File: config.mk
export PLATFORM = sky130hd
export DESIGN_NAME = div32_seq_flat
export DESIGN_NICKNAME = d
export VERILOG_FILES = /design/src/rtl/div32_seq_pkg.sv /design/src/rtl/div32_seq_if.sv /design/src/rtl/div32_seq_cla32.sv /design/src/rtl/div32_seq.sv /design/src/flat_wrapper.sv
export SDC_FILE = /design/constraint.sdc
export NUM_CORES = 1
export LEC_CHECK = 0
export ABC_CLOCK_PERIOD_IN_PS = 2900
export CORE_MARGIN = 5
export CORE_UTILIZATION = 49
export CTS_BUF_LIST = sky130_fd_sc_hd__clkbuf_16
export DETAILED_ROUTE_END_ITERATION = 10
export PLACE_DENSITY = 0.76
export SETUP_SLACK_MARGIN = 0.15
export SLEW_MARGIN = 15
export SYNTH_ARGS = -nofsm -noshare
export SYNTH_HDL_FRONTEND = slang
export SYNTH_SLANG_ARGS = --single-unit
File: constraint.sdc
create_clock -name clk -period 2.9 [get_ports clk]
set_input_delay 0.58 -clock clk [delete_from_list [all_inputs] [get_ports clk]]
set_output_delay 0.58 -clock clk [all_outputs]
set_load 0.02 [all_outputs]
File: src/rtl/div32_seq_pkg.sv
// div_pkg: shared operand width and divider FSM state encoding.
package div_pkg;
    localparam int DIV_WIDTH = 32;
    typedef enum logic [1:0] {IDLE, RUN, DONE_ST} state_t;
endpackage

File: src/rtl/div32_seq_if.sv
// div32_seq_if: request (start/operands) and result bus of the sequential divider.
interface div32_seq_if;
    import div_pkg::*;
    logic                 start;
    logic [DIV_WIDTH-1:0] dividend;
    logic [DIV_WIDTH-1:0] divisor;
    logic                 busy;
    logic                 done;
    logic [DIV_WIDTH-1:0] quotient;
    logic [DIV_WIDTH-1:0] remainder;
    logic                 div_by_zero;
    modport master (output start, dividend, divisor,
                    input  busy, done, quotient, remainder, div_by_zero);
    modport slave  (input  start, dividend, divisor,
                    output busy, done, quotient, remainder, div_by_zero);
endinterface

File: src/rtl/div32_seq_cla32.sv
// cla32: 32-bit adder built from 4-bit carry-lookahead groups chained group to group.
module cla32 (
    input  logic [31:0] i_a,
    input  logic [31:0] i_b,
    input  logic        i_cin,
    output logic [31:0] o_sum,
    output logic        o_cout,
    output logic        o_ovf
);
    logic [31:0] w_g, w_p;
    logic [32:0] w_c;
    assign w_g = i_a & i_b;
    assign w_p = i_a ^ i_b;
    always_comb begin
        w_c    = '0;
        w_c[0] = i_cin;
        for (int k = 0; k < 8; k++) begin
            w_c[4*k+1] = w_g[4*k] | (w_p[4*k] & w_c[4*k]);
            w_c[4*k+2] = w_g[4*k+1] | (w_p[4*k+1] & w_g[4*k])
                       | (w_p[4*k+1] & w_p[4*k] & w_c[4*k]);
            w_c[4*k+3] = w_g[4*k+2] | (w_p[4*k+2] & w_g[4*k+1])
                       | (w_p[4*k+2] & w_p[4*k+1] & w_g[4*k])
                       | (w_p[4*k+2] & w_p[4*k+1] & w_p[4*k] & w_c[4*k]);
            w_c[4*k+4] = w_g[4*k+3] | (w_p[4*k+3] & w_g[4*k+2])
                       | (w_p[4*k+3] & w_p[4*k+2] & w_g[4*k+1])
                       | (w_p[4*k+3] & w_p[4*k+2] & w_p[4*k+1] & w_g[4*k])
                       | (&w_p[4*k+:4] & w_c[4*k]);
        end
    end
    assign o_sum  = w_p ^ w_c[31:0];
    assign o_cout = w_c[32];
    assign o_ovf  = w_c[32] ^ w_c[31];
endmodule

File: src/rtl/div32_seq.sv
// div32_seq: unsigned restoring divider, one quotient bit per cycle,
// trial subtraction done by cla32 adding the inverted divisor.
module div32_seq
    import div_pkg::*;
#(
    parameter int WIDTH = DIV_WIDTH
) (
    input  logic        clk,
    input  logic        rst_n,
    div32_seq_if.slave  bus
);
    state_t           r_state, w_next;
    logic [4:0]       r_cnt;
    logic [WIDTH-1:0] r_rem, r_dvd, r_dvs, r_quo, r_rmd;
    logic             r_dbz;
    logic [WIDTH-1:0] w_shift, w_trial, w_rem_nx, w_q_nx;
    logic             w_cout, w_accept, w_unused_ovf;

    assign w_shift = {r_rem[WIDTH-2:0], r_dvd[WIDTH-1]};
    cla32 u_sub (
        .i_a(w_shift), .i_b(~r_dvs), .i_cin(1'b1),
        .o_sum(w_trial), .o_cout(w_cout), .o_ovf(w_unused_ovf)
    );
    // A bit shifted out of rem means shifted >= 2^W > divisor, so the trial always fits.
    assign w_accept = w_cout | r_rem[WIDTH-1];
    assign w_rem_nx = w_accept ? w_trial : w_shift;
    assign w_q_nx   = {r_dvd[WIDTH-2:0], w_accept};

    always_comb begin
        w_next = r_state;
        case (r_state)
            IDLE:    if (bus.start) w_next = (bus.divisor == '0) ? DONE_ST : RUN;
            RUN:     if (r_cnt == '0) w_next = DONE_ST;
            default: w_next = IDLE;
        endcase
    end

    assign bus.busy        = r_state != IDLE;
    assign bus.done        = r_state == DONE_ST;
    assign bus.quotient    = r_quo;
    assign bus.remainder   = r_rmd;
    assign bus.div_by_zero = r_dbz;

    always_ff @(posedge clk or negedge rst_n) begin
        if (!rst_n) begin
            r_state <= IDLE;
            r_cnt   <= '0;
            r_rem   <= '0;
            r_dvd   <= '0;
            r_dvs   <= '0;
            r_quo   <= '0;
            r_rmd   <= '0;
            r_dbz   <= 1'b0;
        end else begin
            r_state <= w_next;
            if (r_state == IDLE && bus.start) begin
                r_dvd <= bus.dividend;
                r_dvs <= bus.divisor;
                r_rem <= '0;
                r_cnt <= 5'(WIDTH-1);
                if (bus.divisor == '0) begin
                    r_quo <= '1;
                    r_rmd <= bus.dividend;
                    r_dbz <= 1'b1;
                end
            end else if (r_state == RUN) begin
                r_rem <= w_rem_nx;
                r_dvd <= w_q_nx;
                r_cnt <= r_cnt - 5'd1;
                if (r_cnt == '0) begin
                    r_quo <= w_q_nx;
                    r_rmd <= w_rem_nx;
                    r_dbz <= 1'b0;
                end
            end
        end
    end
endmodule

File: src/flat_wrapper.sv
// flat-port wrapper written by rule: the top's interface ports become plain ports
module div32_seq_flat import div_pkg::*;
#(
    parameter int WIDTH = DIV_WIDTH
)
  (clk, rst_n, bus_start, bus_dividend, bus_divisor, bus_busy, bus_done, bus_quotient, bus_remainder, bus_div_by_zero);
  div32_seq_if bus_i ();
  input  logic clk;
  input  logic rst_n;
  input wire logic [$bits(bus_i.start)-1:0] bus_start;
  input wire logic [$bits(bus_i.dividend)-1:0] bus_dividend;
  input wire logic [$bits(bus_i.divisor)-1:0] bus_divisor;
  output wire logic [$bits(bus_i.busy)-1:0] bus_busy;
  output wire logic [$bits(bus_i.done)-1:0] bus_done;
  output wire logic [$bits(bus_i.quotient)-1:0] bus_quotient;
  output wire logic [$bits(bus_i.remainder)-1:0] bus_remainder;
  output wire logic [$bits(bus_i.div_by_zero)-1:0] bus_div_by_zero;
  assign bus_i.start = bus_start;
  assign bus_i.dividend = bus_dividend;
  assign bus_i.divisor = bus_divisor;
  assign bus_busy = bus_i.busy;
  assign bus_done = bus_i.done;
  assign bus_quotient = bus_i.quotient;
  assign bus_remainder = bus_i.remainder;
  assign bus_div_by_zero = bus_i.div_by_zero;
  div32_seq #(.WIDTH(WIDTH)) u_core (.clk(clk), .rst_n(rst_n), .bus(bus_i));
endmodule
==> reports/qor.txt <==
outcome -> complete, but fails checks
failing checks -> setup timing
worst-margin pin slew -> 0.681 ns
Static Leak -> 5.46 nW
Hold Worst Slack -> 0.117 ns
synthesized cell area -> 8900 µm²
Total Power -> 18.3 mW
vias in the first global route -> 8,520
post-synth top area cell -> dfrtp_1
first-pass GRT wire length -> 44.2 mm
final core utilization -> 71.7%
worst reg-to-reg setup slack -> -0.04 ns
post-route ant nets -> 0
Slew Viols, Final -> 0
antenna violations before repair -> 0
Critical Path Sink -> u_core.r_rem[9]$_DFFE_PN0P_
CP required -> 3.23 ns
shortest period the worst path allows -> 2.94 ns
Max-Cap Viols -> 0
die footprint -> 21,000 µm²
Ant. Diodes -> 0
Area Overhead vs Synth -> 44.2%
Combinational Power Share -> 66.6%
Die Wd -> 145 µm
crit path capture type -> flop
setup ws final -> -0.0366 ns
Final HPWL DP -> 19.2 mm
Sw Ratio -> 45.3%
nets@finish -> 1,345
synthesized net count -> 1,116
CTS tree -> built
top-count cell post-synth -> nand2_1
CP Max Fanout -> 7
Pwr Density -> 1430 nW/µm²
sequential area share after synthesis -> 47.2%
Final Hold Fails -> 0
Switch Pwr -> 8.30 mW
Slew headroom -> 54.0%
core area -> 17,900 µm²
CTS clk-pin slew, worst paths -> 0.07 ns
Vias/cell -> 6.06
GRT Total Usage -> 26.8%
share of layout cells above drive strength 1 -> 25.1%
Sequential Power Share -> 20.7%
area taken by flip-flops and latches -> 4200 µm²
setup tns final -> -0.0551 ns
most common flop cell mapped by yosys -> dfrtp_1
Reg2Reg Depth -> 12
final worst path period share -> 101%
path type of the worst setup path -> reg -> reg
1st-iter DRT viols -> 929
Mean Syn Cell Area -> 8.84 µm²
Mapped Cells -> 1,007
worst-skew pair later-pin latency -> 0.45 ns
CP Launch Type -> flop
drt pass-1 iters -> 5
crit path cell chain -> ha_4, nand4_1, buf_4, nor3_4, or3_4, o2111ai_4, a21oi_4, buf_12, nor2_4, buf_6, nand2_4, a311oi_4
post-synth top area share -> 47.2%
Critical Path AT -> 3.27 ns
total number of H-tree levels -> 4
DRC viols -> 0
Netlist cell types -> 58
WL/cell -> 20.2 µm
maximum clock frequency -> 341 MHz
Post-synth ARST share -> 100%
Vias -> 8,959
FF+latch count, synth -> 168
Ports -> 134
Initial Utilization -> 49.7%
largest net degree at the start of global routing -> 140
Setup violations, final -> 3
yosys warns -> 0
RSZ-0062 raised after global routing -> true
GRT overflow -> 0
PortBufs -> 133
clock sink count -> 168
crit-path max cell delay -> 0.42 ns
area of the multi-input gates -> 5060 µm²
gpl congestion -> 0.884
Fill cells -> 1,240
num rows -> 49
clk buf depth -> 2
Hold WC Path Type -> in -> async
clock network power share -> 12.6%
CTS Buf Count -> 17
hold_buf cts -> 0
Layout Cell Area excl Fill -> 12,800 µm²
Root Driver -> clkbuf_16
Die Span Y -> 145 µm
final worst clock skew -> 0.0125 ns
dpl cell area -> 11,200 µm²
drt total wl -> 29.8 mm
CP max-delay cell -> dfrtp_1
Max VDD drop -> 0.000987 V
number of flops mapped to enable cells by yosys -> 0
worst r2r src -> u_core.r_rem[8]$_DFFE_PN0P_
P_int -> 10.0 mW
top cells by area, synth -> dfrtp_1 (47%), nand2_1 (8.7%), o21ai_0 (8.0%)
reg-to-reg endpoint -> u_core.r_rem[9]$_DFFE_PN0P_
worst setup path start -> u_core.r_rem[8]$_DFFE_PN0P_
most common library cells after synthesis -> nand2_1 (206), dfrtp_1 (168), o21ai_0 (142)
## critical path, delay by kind of cell, from the launching register on
kind            cells  cell delay [ns]
simple gates        5             0.91
compound gates      3             0.73
buf+inv             3             0.48
flops               1             0.42
fa+ha+maj           1             0.27
## final cells by class
type	count	share of cell area, %
Multi-Input combinational cell	726	39.4
Inverter	52	1.52
Tap cell	229	2.23
Timing Repair Buffer	271	19.4
Clock inverter	15	1.38
Clock buffer	17	3.31
Sequential cell	168	32.7
## layout by cell type, fill, tap and decap left out, types with 7 or more instances in the layout
cell             instances
clkdlybuf4s50_1        132
o21ai_1                 21
nor2_1                  29
xnor2_1                 10
dfrtp_1                168
o21ai_0                112
a21oi_1                 44
a21oi_2                 15
nand2_1                201
a31oi_1                 13
inv_1                   44
nor4_1                   9
ha_4                    14
a211oi_2                23
inv_2                    8
buf_4                  120
ha_1                    20
o21ai_2                  9
buf_6                   12
nand3_1                 11
clkbuf_16               17
xor2_1                   7
or3_1                    8
nor3_1                  17
a22oi_1                 31
## worst min path at each step
stage                                              from                                  end  depth (start not counted)
finish                                            rst_n         u_core.r_dvs[26]$_DFFE_PN0P_                          1
floorplan                                         rst_n   u_core.bus.div_by_zero$_DFFE_PN0P_                          0
detailed placement  u_core.bus.remainder[2]$_DFFE_PN0P_  u_core.bus.remainder[2]$_DFFE_PN0P_                          1
CTS                                               rst_n         u_core.r_dvs[26]$_DFFE_PN0P_                          1
global route                                      rst_n         u_core.r_dvs[26]$_DFFE_PN0P_                          1
global placement    u_core.bus.remainder[2]$_DFFE_PN0P_  u_core.bus.remainder[2]$_DFFE_PN0P_                          1
## logic make-up after synthesis
family,count (synthesis),share of synthesized area (%)
flops,168,47.2
mux,4,0.464
compound gates,322,21.8
simple gates,335,16.8
buf+inv,114,5.03
xor+xnor,22,2.16
fa+ha+maj,42,6.49
## state kept, by name, summed over array words and instances, names as in the netlist
name                    count
u_core.r_cnt                5
u_core.bus.quotient        32
u_core.bus.div_by_zero      1
u_core.r_dvs               32
u_core.r_rem               32
u_core.r_state              2
u_core.r_dvd               32
u_core.bus.remainder       32
## routing by layer
metal | vias up | wire length [µm] | part of all wire (%) | GRT usage [%]
met5 | - | 0 | 0 | 0
met4 | 0 | 1350 | 4.5 | 9.97
li1 | 4009 | - | - | -
met1 | 4334 | 11300 | 38 | 34.9
met2 | 499 | 15000 | 50 | 45.1
met3 | 117 | 2140 | 7.2 | 4.34
## through the flow
stage	worst slack (ns)	instances
global route	-0.0864	1478
detailed placement	-0.0989	1414
global placement	-0.0634	1414
finish	-0.0366	1478
CTS	0.0450	1464
floorplan	0.144	1007
## power groups by stage
stage / combinational (mW) / sequential [mW] / clock (mW)
floorplan: 5.63 / 3.70 / 0
global placement: 8.72 / 3.72 / 0
detailed placement: 8.87 / 3.75 / 0
CTS: 9.81 / 3.73 / 2.32
global route: 13.1 / 3.86 / 2.42
finish: 12.2 / 3.80 / 2.31
## what timing repair did
item	4_1_cts	5_1_grt
resized for setup	51	135
setup buffers	18	13
endpoints found under the setup margin	48	63
pin swaps	23	72
gates cloned	0	1
Note: power is estimated with default switching activity, not from simulation.
